$ cat config.mk
export PLATFORM = sky130hd
export DESIGN_NAME = memcopy_engine
export DESIGN_NICKNAME = d
export VERILOG_FILES = /design/src/rtl/mem_pkg.sv /design/src/rtl/memcopy_engine.sv
export SDC_FILE = /design/constraint.sdc
export NUM_CORES = 1
export LEC_CHECK = 0
export CAP_MARGIN = 20
export CORE_AREA = 4 4 66 68
export DETAILED_ROUTE_END_ITERATION = 8
export DIE_AREA = 0 0 70 72
export GPL_ROUTABILITY_DRIVEN = 0
export PLACE_DENSITY_LB_ADDON = 0.15
export SLEW_MARGIN = 20
export SYNTH_ARGS = -nofsm -noshare
export SYNTH_HDL_FRONTEND = slang
export SYNTH_SLANG_ARGS = --single-unit
$ cat constraint.sdc
create_clock -name CLK -period 2.6 [get_ports CLK]
set_input_delay 0.26 -clock CLK [delete_from_list [all_inputs] [get_ports CLK]]
set_output_delay 0.26 -clock CLK [all_outputs]
set_load 0.01 [all_outputs]
$ cat src/rtl/mem_pkg.sv
// rtl/mem_pkg.sv - shared FSM state and mode encodings for the memcopy engine
package mem_pkg;

   typedef enum logic [1:0] {
      IDLE = 2'd0,
      RD   = 2'd1,
      WR   = 2'd2,
      FIN  = 2'd3
   } state_t;

   localparam logic MODE_COPY = 1'b0;
   localparam logic MODE_FILL = 1'b1;

endpackage

$ cat src/rtl/memcopy_engine.sv
// rtl/memcopy_engine.sv - memory master performing word copy or pattern fill jobs
module memcopy_engine
   import mem_pkg::*;
#(
   parameter int AddWidth  = 4,
   parameter int DataWidth = 8
) (
   input  logic                 CLK,
   input  logic                 RST,
   input  logic                 START,
   input  logic                 MODE,
   input  logic [AddWidth-1:0]  SRC,
   input  logic [AddWidth-1:0]  DST,
   input  logic [AddWidth:0]    LEN,
   input  logic [DataWidth-1:0] PATTERN,
   output logic                 BUSY,
   output logic                 DONE,
   output logic [AddWidth-1:0]  MADD,
   output logic [DataWidth-1:0] MWDATA,
   output logic                 MWEN,
   input  logic [DataWidth-1:0] MRDATA
);

   localparam logic [AddWidth:0] MaxLen = {1'b1, {AddWidth{1'b0}}};

   state_t               state;
   logic [AddWidth-1:0]  src_q;
   logic [AddWidth-1:0]  dst_q;
   logic [AddWidth:0]    cnt_q;
   logic [DataWidth-1:0] buf_q;
   logic [DataWidth-1:0] pattern_q;
   logic                 mode_q;

   always_ff @(posedge CLK or posedge RST) begin
      if (RST) begin
         state     <= IDLE;
         src_q     <= '0;
         dst_q     <= '0;
         cnt_q     <= '0;
         buf_q     <= '0;
         pattern_q <= '0;
         mode_q    <= MODE_COPY;
      end else begin
         case (state)
            IDLE: begin
               if (START) begin
                  src_q     <= SRC;
                  dst_q     <= DST;
                  cnt_q     <= (LEN > MaxLen) ? MaxLen : LEN;
                  mode_q    <= MODE;
                  pattern_q <= PATTERN;
                  if (LEN == '0)
                     state <= FIN;
                  else if (MODE == MODE_FILL)
                     state <= WR;
                  else
                     state <= RD;
               end
            end
            RD: begin
               buf_q <= MRDATA;
               state <= WR;
            end
            WR: begin
               dst_q <= dst_q + AddWidth'(1);
               if (mode_q == MODE_COPY) src_q <= src_q + AddWidth'(1);
               cnt_q <= cnt_q - (AddWidth+1)'(1);
               // cnt_q is never 0 here: LEN=0 bypasses straight to FIN
               if (cnt_q == (AddWidth+1)'(1))
                  state <= FIN;
               else if (mode_q == MODE_COPY)
                  state <= RD;
               else
                  state <= WR;
            end
            FIN: state <= IDLE;
            default: state <= IDLE;
         endcase
      end
   end

   assign BUSY = (state != IDLE);
   assign DONE = (state == FIN);
   assign MWEN = (state == WR);

   always_comb begin
      MADD   = '0;
      MWDATA = '0;
      case (state)
         RD: MADD = src_q;
         WR: begin
            MADD   = dst_q;
            MWDATA = (mode_q == MODE_FILL) ? pattern_q : buf_q;
         end
         default: begin
            MADD   = '0;
            MWDATA = '0;
         end
      endcase
   end

endmodule

# Word-level counts from Yosys, hierarchy flattened
# Cells that the tools add are included.
# classes
addsub	3
magnitude_cmp	1
n_eq_ne	6
n_mux	17
reduce_logical	7
# op_table
op	n
4-bit one-hot mux with 2 select lines	3
8-bit two-way mux	2
4-bit two-way mux	3
2-bit two-way mux	5
5-bit two-way mux	2
5-bit one-hot mux with 2 select lines	1
4-bit by 1-bit adder with 4-bit output, second input constant	2
2-bit one-hot mux with 4 select lines	1
5-bit by 1-bit equality test with 1-bit output, second input constant	1
5-bit > comparator, second input constant	1
5-bit logical NOT	1
5-bit by 1-bit subtractor with 5-bit output, second input constant	1
2-bit equality test, second input constant	2
2-bit != test, second input constant	2
2-bit AND reduction	2
2-bit nonzero test	2
3-bit AND reduction	1
2-bit by 1-bit equality test with 1-bit output, second input constant	1
2-bit logical NOT	1
# totals
elab_cells	41
reg_bits	32
out_inout_bits	15
input_bits	33

# Logic depth before layout (Yosys ltp)
# Gate-level depths: netlist (run 1).
# logic_depth
word_depth	4
depth_mapped	7

# Worst setup path after synthesis (run 1)
# No wires, ideal clock.
# synth_timing
path_type	register to output
from	register state[0]
to	output MADD[0]
n_path_buf	2
t_arrival_ps	1472
setup_slack_ps	868
stages_incl_launch_ff	7
path_cell_list	dfrtp_1 inv_1 ha_1 buf_6 buf_4 nand2_1 a21boi_0
# synth_between
elab_chain_len	2
word_cells_on_any_way	3
classes_between	eq/ne: 2; mux: 1
# synth_rtl
item	line_no	rtl
start: declaration	memcopy_engine.sv:26	state_t state;
start signal: assignment	memcopy_engine.sv:36	state <= IDLE;
start signal: assignment	memcopy_engine.sv:53	state <= FIN;
start signal: assignment	memcopy_engine.sv:55	state <= WR;
2-bit equality test	--	
named net MWEN	memcopy_engine.sv:20	output logic MWEN,
4-bit one-hot mux with 2 select lines	memcopy_engine.sv:89	case (state)
end: declaration	memcopy_engine.sv:18	output logic [AddWidth-1:0] MADD,
# The timed path passes the listed nets, and every way through them passes these cells.

# Worst setup path after layout (run 1)
# layout_timing
from	register state[0]
to	output MWDATA[4]
# layout_between
elab_chain_len	2
# layout_rtl
item	line_no	rtl
2-bit equality test	memcopy_engine.sv:89	
8-bit two-way mux	memcopy_engine.sv:89	
end: declaration	memcopy_engine.sv:19	output logic [DataWidth-1:0] MWDATA,
# Every way passes these cells.

==> results of run 1 <==
-- path summary, 6_finish.rpt --
path                           from  cells after the start   endpoint  slack [ns]
max                        state[0]                      5  MWDATA[4]        0.23
min                             RST                      3   cnt_q[0]        0.34
max reg2reg                state[0]                      6   src_q[1]        0.54
min reg2reg                dst_q[3]                      1   dst_q[3]        0.50
max in group asynchronous       RST                      3   src_q[3]        1.96
min in group CLK           dst_q[3]                      1   dst_q[3]        0.50
-- kinds of logic (layout without fill, tap and decap cells) --
kind of cell	after synthesis	in the layout	synth area share (%)
adders and majority gates	9	9	5.88
AOI/OAI and AO/OA	36	36	14.8
and+or+nand+nor	45	45	13.3
DFF	32	32	41.8
buffers and inverters	21	71	5.36
muxes	32	32	18.8
-- registers in the layout, indices dropped and copies added, names as in the netlist --
signal / cells
src_q: 4
state: 2
buf_q: 8
dst_q: 4
mode_q: 1
cnt_q: 5
pattern_q: 8
-- critical path, delay by kind of cell (launching register included) --
kind	cells	cell delay [ns]
buffers and inverters	3	0.90
DFF	1	0.40
adders and majority gates	1	0.37
and+or+nand+nor	1	0.15
-- metal layers --
layer  up-vias  GRT usage (%)  wire length [um]
li1        722              -                 -
met1       690           23.0              1810
met2        47           29.5              2080
met3         6           6.37               240
met4         0           6.81                62
met5         -              0                 0
-- cells in the mapped netlist, types with 2 or more instances --
cell type,count,area [um2]
mux2i_1,12,120
o22a_1,3,26.3
or2_2,2,12.5
nand3_1,4,20.0
inv_1,12,45.0
a2bb2oi_1,2,17.5
nor2_1,9,33.8
a32oi_1,3,26.3
mux2_2,18,203
o22ai_1,3,18.8
buf_2,4,20.0
dfrtp_1,32,801
ha_1,9,113
buf_4,3,22.5
o21ai_0,3,15.0
nor2b_1,3,18.8
o21ai_1,4,20.0
a21boi_0,2,15.0
a21oi_1,5,25.0
a22oi_1,2,15.0
a31oi_1,2,12.5
nand2_1,13,48.8
nand2b_1,2,12.5
-- per-stage QoR --
| step | cell area (um2) | setup WS, ns | total power [W] |
|---|---|---|---|
| finish | 2510 | 0.233 | 0.00311 |
| global route | 2510 | 0.0536 | 0.00337 |
| CTS | 2510 | 0.0130 | 0.00315 |
| detailed placement | 2420 | 0.340 | 0.00273 |
| global placement | 2420 | 0.450 | 0.00267 |
| floorplan | 1910 | 0.868 | 0.00224 |
-- cell type report --
cell class,instances,area (um2),share of cell area (%)
Clock buffer,6,82.6,3.29
Multi-Input combinational cell,122,1010,40.4
Timing Repair Buffer,50,493,19.6
Sequential cell,32,801,31.9
Clock inverter,2,10.0,0.399
Tap cell,50,62.6,2.49
Inverter,13,48.8,1.94
-- power by group through the flow --
stage	sequential, W	clock (W)	combinational, W
4_1_cts	0.000974	0.000411	0.00176
5_1_grt	0.00101	0.000435	0.00192
3_3_place_gp	0.000962	0	0.00171
6_report	0.000974	0.000396	0.00174
3_5_place_dp	0.000983	0	0.00175
2_1_floorplan	0.000886	0	0.00135
-- what timing repair did --
item	CTS	global route
hold endpoints to repair	0	0
resized for setup	0	1
hold buffers	0	0
setup endpoints to repair	0	11
==> flow_summary.ini, run 1 <==
[yosys]
synthFlopType = dfrtp_1
syn_avg_cell_area_um2 = 10.9
yosysWarnings = 0
async_flop_share_pct = 100
synth-edff-count = 0
synth_cells = 175
syn_nets = 217
yosysSeqAreaShare_pct = 41.8
netlist_area_mm2 = 0.00191
synth-seq-cells = 32
yosysUniqueCellTypes = 46

[route]
avgRoutedWirePerCell_um = 15.2
remaining_drc_errors = 0
vias = 1465
wirelength_mm = 4.19
drt_pre_antenna_iters = 4
postRouteAntennaNets = 0
viasPerCell = 5.33
drt_iter0_drc = 85

[sta]
drv_slew = 0
finalClockSkew_ns = 0.00530
whs_ns = 0.345
slew_headroom_pct = 64.4
worst_slew_pin_slew_ns = 0.522
hold_viol_final = 0
finalSetupTns_ns = 0
period_minus_slack_ns = 2.37
setup_violations = 0
rsz0062_at_grt = false
finalCritPeriodShare_pct = 91.0
fmax_mhz = 422

[clocking]
htree_levels = 2
cts_made_buffers = 5
clock_insertion_delay_worst_skew_ns = 0.29
tritoncts = yes
clock_sinks = 32
clk_path_buf_depth = 2
clock-root-buffer = clkbuf_8
post_cts_buffers = 0
clkTransAtPathRegs_ns = 0.07

[final_layout]
fill_cells = 324
stdcell_count = 275
final_cell_mix = 47 x clkdlybuf4s50_1, 32 x dfrtp_1, 18 x mux2_2, 13 x nand2_1
finish.net_count = 266
diodes = 0
layout_commonest_cell = clkdlybuf4s50_1
syn_to_final_growth_pct = 31.2
drive_gt1_share_pct = 19.1
final_util_pct = 65.1

[critical_path]
crit_type = flip-flop to primary output
end_kind = primary output
worstPathArrival_ns = 2.11
cp_slowest_cell = clkdlybuf4s50_1
crit_fanout = 14
worstPathCellList = inv_1 -> ha_2 -> inv_2 -> nor2_1 -> clkdlybuf4s50_1
cpPeakStageDelay_ns = 0.56
worstPathRequired_ns = 2.34
cp-start-kind = flip-flop

[pwr]
p_int_w = 0.00191
power.leakage_nw = 1.06
pwr-share-clk_pct = 12.7
combPwrFrac_pct = 56.0
sequentialPowerShare_pct = 31.3
irDropWorstVdd_mv = 0.589
switching_share_pct = 38.8
power_switching_w = 0.00121
power_density_mw_per_mm2 = 1240

[die]
core_mm2 = 0.00386
die_w_um = 70
pin_count = 48
rows = 23
dieArea_mm2 = 0.00504
start_util_pct = 49.6
die_height_um = 72

[placement]
port_buffers = 47
post-dp-hpwl_mm = 3.15
dp.cells = 267

[worst_hold_path]
hold_class = primary input to asynchronous set/reset pin

[job]
cap_violations = 0

[global_routing]
grt_max_degree = 33
first_global_vias = 1548
overflow = 0
grt_use_total_pct = 18.4
antenna_found_initial = 0
grt_pass1_wl_mm = 7.30

[status]
outcome = finished clean
No activity file was read; power rests on OpenSTA's default activity.
==> run 2: changes to the inputs <==
--- a/config.mk
+++ b/config.mk
@@ -5,10 +5,9 @@
 export SDC_FILE = /design/constraint.sdc
 export NUM_CORES = 1
 export LEC_CHECK = 0
-export CAP_MARGIN = 20
-export CORE_AREA = 4 4 66 68
+export CORE_AREA = 4 4 70 72
 export DETAILED_ROUTE_END_ITERATION = 8
-export DIE_AREA = 0 0 70 72
+export DIE_AREA = 0 0 74 76
 export GPL_ROUTABILITY_DRIVEN = 0
 export PLACE_DENSITY_LB_ADDON = 0.15
 export SLEW_MARGIN = 20
==> run 2 against run 1 <==
Setup slack improved by 0.024 ns. Sequential share of layout area decreased by 0.17 points. Power increased by 1.1%. Cell count increased by 0.73%. Critical endpoint is now MADD[2]. Largest power group unchanged. Highest routed layer unchanged.
==> flow_summary.ini, run 2 (synthesis gave the netlist of run 1 again) <==
[route]
remaining_drc_errors = 0
drt_iter0_drc = 34
wirelength_mm = 4.30
avgRoutedWirePerCell_um = 15.5
viasPerCell = 5.43
drt_pre_antenna_iters = 4
vias = 1504
postRouteAntennaNets = 0

[sta]
worst_slew_pin_slew_ns = 0.556
slew_headroom_pct = 62.1
finalClockSkew_ns = 0.00321
whs_ns = 0.374
rsz0062_at_grt = false
period_minus_slack_ns = 2.34
fmax_mhz = 427
finalSetupTns_ns = 0
hold_viol_final = 0
finalCritPeriodShare_pct = 90.1
setup_violations = 0
drv_slew = 0

[global_routing]
grt_pass1_wl_mm = 7.34
grt_use_total_pct = 16.5
first_global_vias = 1629
overflow = 0
grt_max_degree = 33
antenna_found_initial = 0

[final_layout]
diodes = 0
layout_commonest_cell = clkdlybuf4s50_1
drive_gt1_share_pct = 19.1
reg.largest.list = buf_q x8, pattern_q x8, cnt_q x5
finish.net_count = 267
fill_cells = 363
final_cell_mix = 47 x clkdlybuf4s50_1, 32 x dfrtp_1, 18 x mux2_2, 13 x nand2_1
stdcell_count = 277
syn_to_final_growth_pct = 31.9

[placement]
port_buffers = 47
dp.cells = 270
post-dp-hpwl_mm = 3.22

[die]
core_mm2 = 0.00429
dieArea_mm2 = 0.00562
start_util_pct = 44.6
die_w_um = 74
pin_count = 48
rows = 24
die_height_um = 76

[clocking]
htree_levels = 2
clock_sinks = 32
clk_path_buf_depth = 2
tritoncts = yes
cts_made_buffers = 5
clkTransAtPathRegs_ns = 0.06
clock-root-buffer = clkbuf_8
hold_buffers = 0
clock_insertion_delay_worst_skew_ns = 0.28

[worst_hold_path]
hold_class = primary input to asynchronous set/reset pin

[pwr]
irDropWorstVdd_mv = 0.472
power_density_mw_per_mm2 = 1250
power.leakage_nw = 1.07
fin_total_pwr_w = 0.00315

[critical_path]
end_kind = primary output
crit_fanout = 12
cp-start-kind = flip-flop
crit_type = flip-flop to primary output
worstPathArrival_ns = 2.08
worstPathRequired_ns = 2.34

[job]
cap_violations = 0

[status]
outcome = finished clean
run 2: cell types whose count changed in the layout (fill, tap and decap cells not counted), sizes merged:
cell    change
clkinv      -2
buf         +1
clkbuf      +1
run 2: path summary, 6_finish.rpt:
kind / startpoint / end / slack (ns) / depth (start not counted)
max: state[0] / MADD[2] / 0.26 / 6
min: RST / buf_q[0] / 0.37 / 3
max reg2reg: state[0] / cnt_q[3] / 0.59 / 5
min reg2reg: dst_q[3] / dst_q[3] / 0.50 / 1
max in group asynchronous: RST / src_q[3] / 1.92 / 3
min in group CLK: dst_q[3] / dst_q[3] / 0.50 / 1
run 2: stage by stage:
stage	instance area [um2]	worst slack (ns)	utilization, %
2_1_floorplan	1910	0.868	-
3_3_place_gp	2430	0.484	56.5
3_5_place_dp	2430	0.437	56.5
4_1_cts	2520	0.124	58.7
5_1_grt	2520	0.0937	58.8
6_report	2520	0.257	58.8
run 2: power breakdown:
group | internal, W | total [W] | switching [W] | leakage, nW
sequential | 0.000754 | 0.000975 | 0.000220 | 0.378
combinational | 0.000956 | 0.00177 | 0.000813 | 0.638
clock | 0.000235 | 0.000407 | 0.000171 | 0.0503
total | 0.00195 | 0.00315 | 0.00120 | 1.07
run 2: layer usage:
metal  track usage (%)  share of wire, %
met4              5.25               1.0
met5                 0                 0
met1              18.8                39
met2              28.4                53
met3              5.54               6.5
run 2: layout make-up:
class,count,area [um2],share of cell area [%]
inverters,13,48.8,1.93
well taps,52,65.1,2.58
flip-flops and latches,32,801,31.7
repair buffers,51,500,19.8
multi-input cells,122,1010,40.1
clock buffers,7,96.3,3.82
run 2: critical path: stages (launching register included):
cell             delay [ns]
dfrtp_1                0.40
inv_1                  0.14
ha_2                   0.33
buf_4                  0.21
a22oi_1                0.07
nor2b_1                0.11
clkdlybuf4s50_1        0.54
run 2: repair_timing:
item / 4_1_cts / 5_1_grt
resized for setup: 0 / 1
buffers inserted: 0 / 0
endpoints found under the setup margin: 0 / 3
==> run 3: changes to the inputs <==
--- a/config.mk
+++ b/config.mk
@@ -8,9 +8,9 @@
 export CORE_AREA = 4 4 70 72
 export DETAILED_ROUTE_END_ITERATION = 8
 export DIE_AREA = 0 0 74 76
-export GPL_ROUTABILITY_DRIVEN = 0
 export PLACE_DENSITY_LB_ADDON = 0.15
 export SLEW_MARGIN = 20
 export SYNTH_ARGS = -nofsm -noshare
 export SYNTH_HDL_FRONTEND = slang
 export SYNTH_SLANG_ARGS = --single-unit
+export TNS_END_PERCENT = 30
==> results of run 3 <==
The final DEF is identical to that of run 2; final timing and power are the same.
